<file path="config.mk">
export PLATFORM = sky130hd
export DESIGN_NAME = multimode_shift_counter
export DESIGN_NICKNAME = d
export VERILOG_FILES = /design/src/rtl/multimode_shift_counter.sv
export SDC_FILE = /design/constraint.sdc
export NUM_CORES = 1
export LEC_CHECK = 0
export ABC_CLOCK_PERIOD_IN_PS = 4200
export CORE_MARGIN = 4
export CORE_UTILIZATION = 35
export CTS_CLUSTER_DIAMETER = 120
export CTS_CLUSTER_SIZE = 30
export DETAILED_ROUTE_END_ITERATION = 6
export PLACE_DENSITY = 0.67
export SLEW_MARGIN = 15
export SYNTH_ARGS = -nofsm -noshare
export SYNTH_HDL_FRONTEND = slang
export SYNTH_SLANG_ARGS = --single-unit
</file>
<file path="constraint.sdc">
create_clock -name clk -period 4.2 [get_ports clk]
set_clock_uncertainty 0.2 [all_clocks]
set_input_delay 0.42 -clock clk [delete_from_list [all_inputs] [get_ports clk]]
set_output_delay 0.42 -clock clk [all_outputs]
set_load 0.02 [all_outputs]
</file>
<file path="src/rtl/multimode_shift_counter.sv">
// multimode_shift_counter
// N-bit shift counter that runs as a Johnson counter (2N states) or as a
// one-hot ring counter (N states), in either shift direction. It supports
// parallel load. When the counter is advanced from a state that is illegal
// for the current mode, it returns to the home state (only bit 0 set).
// wrap and err are registered one-cycle pulses.
module multimode_shift_counter #(
  parameter int N = 4
) (
  input  logic                    clk,
  input  logic                    rst,
  input  logic                    en,
  input  logic                    mode,
  input  logic                    dir,
  input  logic                    load,
  input  logic [N-1:0]            load_val,
  output logic [N-1:0]            q,
  output logic [$clog2(2*N)-1:0]  idx,
  output logic                    wrap,
  output logic                    err
);

  localparam int IW = $clog2(2*N);
  localparam int CW = $clog2(N+1);
  localparam int PW = (N > 1) ? $clog2(N) : 1;
  localparam logic [N-1:0] HOME = N'(1);

  typedef enum logic {
    MODE_JOHNSON = 1'b0,
    MODE_RING    = 1'b1
  } mode_e;

  typedef enum logic {
    DIR_DOWN = 1'b0,
    DIR_UP   = 1'b1
  } dir_e;

  mode_e mode_s;
  dir_e  dir_s;

  logic [N-1:0]  q_q, q_d;
  logic          wrap_q, wrap_d;
  logic          err_q, err_d;

  logic [CW-1:0] ones;
  logic [CW-1:0] trans;
  logic [PW-1:0] pos;
  logic          legal;
  logic [N-1:0]  shifted;
  logic [IW-1:0] idx_c;

  assign mode_s = mode_e'(mode);
  assign dir_s  = dir_e'(dir);

  // Population count, adjacent-bit transition count and set-bit position of q
  always_comb begin
    ones  = '0;
    trans = '0;
    pos   = '0;
    for (int unsigned i = 0; i < N; i++) begin
      if (q_q[i]) begin
        ones = ones + CW'(1);
        pos  = PW'(i);
      end
    end
    for (int unsigned i = 0; i + 1 < N; i++) begin
      if (q_q[i] != q_q[i+1]) trans = trans + CW'(1);
    end
  end

  // Legality of q for the current mode. Johnson does not compare bit N-1
  // with bit 0, so the all-zero and all-one states count as legal.
  always_comb begin
    legal = 1'b0;
    case (mode_s)
      MODE_JOHNSON: legal = (trans <= CW'(1));
      MODE_RING:    legal = (ones == CW'(1));
      default:      legal = 1'b0;
    endcase
  end

  // Candidate next value when q is shifted by one step
  always_comb begin
    shifted = q_q;
    case ({mode_s, dir_s})
      {MODE_JOHNSON, DIR_DOWN}: shifted = {~q_q[0], q_q[N-1:1]};
      {MODE_JOHNSON, DIR_UP}:   shifted = {q_q[N-2:0], ~q_q[N-1]};
      {MODE_RING, DIR_DOWN}:    shifted = {q_q[0], q_q[N-1:1]};
      {MODE_RING, DIR_UP}:      shifted = {q_q[N-2:0], q_q[N-1]};
      default:                  shifted = q_q;
    endcase
  end

  // Step index decoded from q. Illegal states decode to 0.
  always_comb begin
    idx_c = '0;
    if (legal) begin
      case (mode_s)
        MODE_JOHNSON: begin
          if (q_q[0]) idx_c = IW'((2*N + 1 - int'(ones)) % (2*N));
          else        idx_c = IW'(int'(ones) + 1);
        end
        MODE_RING:    idx_c = IW'((N - int'(pos)) % N);
        default:      idx_c = '0;
      endcase
    end
  end

  // Next state, in priority order rst > load > en. The flags pulse only for
  // the step that was just taken.
  always_comb begin
    q_d    = q_q;
    wrap_d = 1'b0;
    err_d  = 1'b0;
    if (rst) begin
      q_d = HOME;
    end else if (load) begin
      q_d = load_val;
    end else if (en) begin
      if (legal) begin
        q_d    = shifted;
        wrap_d = (shifted == HOME);
      end else begin
        q_d   = HOME;
        err_d = 1'b1;
      end
    end
  end

  // State registers (the reset is applied through the next-state logic)
  always_ff @(posedge clk) begin
    q_q    <= q_d;
    wrap_q <= wrap_d;
    err_q  <= err_d;
  end

  assign q    = q_q;
  assign idx  = idx_c;
  assign wrap = wrap_q;
  assign err  = err_q;

endmodule

</file>
==> results.json <==
{
  "global_route.overflow_total": 0,
  "setup.worst_path.end_class": "output pin",
  "clock_insertion_delay_worst_skew_ps": 240,
  "antenna_found_initial": 0,
  "dpl_wire_length_um": 1240,
  "yosys_register_bits": 6,
  "post_synth_main_area_contributors": "sky130_fd_sc_hd__dfxtp_1 (17%), sky130_fd_sc_hd__ha_1 (13%), sky130_fd_sc_hd__a21oi_1 (5.1%)",
  "cp_data_required_time_ps": 3580,
  "num_antenna_cells": 0,
  "hold_ws_ps": 467,
  "final.setup.worst_slack_ps": 326,
  "drt_iter0_markers": 8,
  "area.growth.synth_to_final_pct": 32.9,
  "fmax_mhz": 258,
  "final.min_clock_period_ps": 3870,
  "top_level_ports": 19,
  "finalHoldViolations": 0,
  "wire_per_inst_um": 11.9,
  "die_w_um": 52.3,
  "power.density_cell_area_nw_per_um2": 275,
  "critPathArrivalTime_ps": 3250,
  "report.final.setup_viol": 0,
  "clk_pin_slew_ps": 40,
  "p_leak_uw": 0.000391,
  "finalSetupTns_ps": 0,
  "vias": 625,
  "worstHoldPathType": "flip-flop to flip-flop",
  "die_height_um": 52.3,
  "timing.reg2reg.setup_slack_ps": 1400,
  "max_cap_viol_count": 0,
  "tritoncts": "built",
  "io_buffers": 18,
  "synth.cell_area_um2": 688,
  "clock_tree.htree_level_count": 1,
  "worst_setup_path_start_kind": "flip-flop",
  "fp.coreArea_um2": 1800,
  "design.die.area_um2": 2740,
  "grt_pass1_wl_um": 2470,
  "cts_made_buffers": 3,
  "detail_route.drc_violations": 0,
  "post_synth_inst_count": 84,
  "grt_setup_unrepaired": "false",
  "postLayoutCellArea_um2": 915,
  "netlist.top_cell.by_area": "sky130_fd_sc_hd__dfxtp_1",
  "synthesis.nets": 101,
  "placed_cell_area_um2": 882,
  "place.gp.congestion": 0.793,
  "final_cell_mix": "sky130_fd_sc_hd__clkdlybuf4s50_1 (17), sky130_fd_sc_hd__inv_1 (8), sky130_fd_sc_hd__nor2_1 (7), sky130_fd_sc_hd__a21oi_1 (7), sky130_fd_sc_hd__ha_1 (7)",
  "outcome": "completed",
  "drtPass1Iterations": 3,
  "drt-vias-per-instance": 4.92,
  "design.final.nets": 121,
  "max_slew.worst_pin.slew_ps": 439,
  "post_drt_antenna_nets": 0,
  "synth.yosys.seq_area_share_pct": 17.5,
  "wl_um": 1510,
  "clock_path_buffers": 2,
  "slew_headroom_pct": 70.7,
  "clock-sinks": 6,
  "synth_largest_type_area_fraction_pct": 17.5,
  "fraction_of_final_layout_cells_sized_beyond_drive_strength_1_pct": 10.8,
  "worst-path-max-fanout": 4,
  "timing.setup.critical_path_class": "flip-flop to output pin",
  "synth.distinct_cells": 33,
  "yosys_warnings": 0,
  "vdd_drop_max_mv": 0.187,
  "dpl_worst_slack_ps": 370,
  "start_util_pct": 38.2,
  "postSynthAreaPerCell_um2": 8.19,
  "grt_util_all_layers_pct": 11.8,
  "layout_worst_path_cycle_share_pct": 92.2,
  "maxSlewViolCount": 0,
  "mostFrequentLayoutCell": "sky130_fd_sc_hd__clkdlybuf4s50_1",
  "std_cell_rows": 15,
  "grt_pass1_vias": 557,
  "grt_max_degree": 13,
  "cts_root_buffer": "sky130_fd_sc_hd__clkbuf_4"
}
## cell type report
type	count	area [um2]
clock buffer	3	22.5
fill	189	887
inverter	8	30.0
multi-input combinational	64	505
sequential	6	120
tap	25	31.3
timing repair buffer	21	205
## stage by stage
step | std cells | util, % | total power, uW
detailed placement | 123 | 49.0 | 199
global route | 127 | 50.8 | 276
global placement | 123 | 49.0 | 197
finish | 127 | 50.8 | 251
CTS | 126 | 50.2 | 253
floorplan | 84 | - | 159
## power by group
part	internal [uW]	switching (uW)
logic	67.7	66.6
clock network	32.2	19.1
registers	60.6	4.83
total	161	90.5
## critical path, cell delays in order (launching register included)
cell and delay [ps]:
sky130_fd_sc_hd__dfxtp_1 320, sky130_fd_sc_hd__inv_1 80, sky130_fd_sc_hd__ha_1 350, sky130_fd_sc_hd__xnor2_2 240
sky130_fd_sc_hd__inv_1 110, sky130_fd_sc_hd__ha_1 280, sky130_fd_sc_hd__nand2_1 70, sky130_fd_sc_hd__o31a_1 180
sky130_fd_sc_hd__inv_1 60, sky130_fd_sc_hd__ha_1 270, sky130_fd_sc_hd__nor2_1 30, sky130_fd_sc_hd__a211o_1 260
sky130_fd_sc_hd__a21oi_1 150, sky130_fd_sc_hd__clkdlybuf4s50_1 610
## registers in the layout (all words and copies together) (netlist names)
| name | flops |
|---|---|
| err | 1 |
| wrap | 1 |
| q | 4 |
## per-layer routing
| metal | up-vias | share of wire [%] | routed length [um] | GRT usage, % |
|---|---|---|---|---|
| met5 | - | 0 | 0 | 0 |
| met4 | 0 | 0 | 0 | 0 |
| met3 | 0 | 3.1 | 46 | 4.27 |
| met2 | 10 | 47 | 709 | 18.4 |
| met1 | 278 | 50 | 750 | 16.4 |
| li1 | 337 | - | - | - |
## cells in the mapped netlist, drive strengths merged
master and number:
and3 1, o21ai 2, buf 4, o31a 1, nor3b 1, nand3 2, o2111ai 1, nand2 6
maj3 1, o21a 2, a211o 1, clkbuf 2, mux2i 2, inv 8, and2 3, dfxtp 6
a21oi 7, nor3 4, o221ai 1, xor2 2, a2bb2oi 1, xnor3 1, o32a 1, ha 7
nor4b 1, o32ai 3, o31ai 2, nor2b 1, nor2 7, xnor2 3
## cell families after synthesis
group / count (synthesis) / synth area share, %
XOR/XNOR: 6 / 11.8
AO/OA/AOI/OAI: 22 / 25.1
buffers and inverters: 14 / 9.09
flip-flops: 6 / 17.5
AND/OR/NAND/NOR: 26 / 19.3
adder cells (fa/ha/maj): 8 / 14.4
multiplexers: 2 / 2.91
## worst paths after layout
kind                     startpoint                 to  depth (start not counted)
setup / recovery  q[1]$_SDFFE_PP0P_             idx[1]                         13
hold / removal    q[2]$_SDFFE_PP0P_    wrap$_SDFF_PP0_                          1
setup reg to reg  q[1]$_SDFFE_PP0P_  q[0]$_SDFFE_PP1P_                         11
hold reg to reg   q[2]$_SDFFE_PP0P_    wrap$_SDFF_PP0_                          1
## timing repair
item | in CTS | in global routing
resized for setup | 0 | 1
hold buffers | 0 | 0
endpoints found under the setup margin | 0 | 1
setup buffers | 0 | 1
No activity file was read; power rests on OpenSTA's default activity.
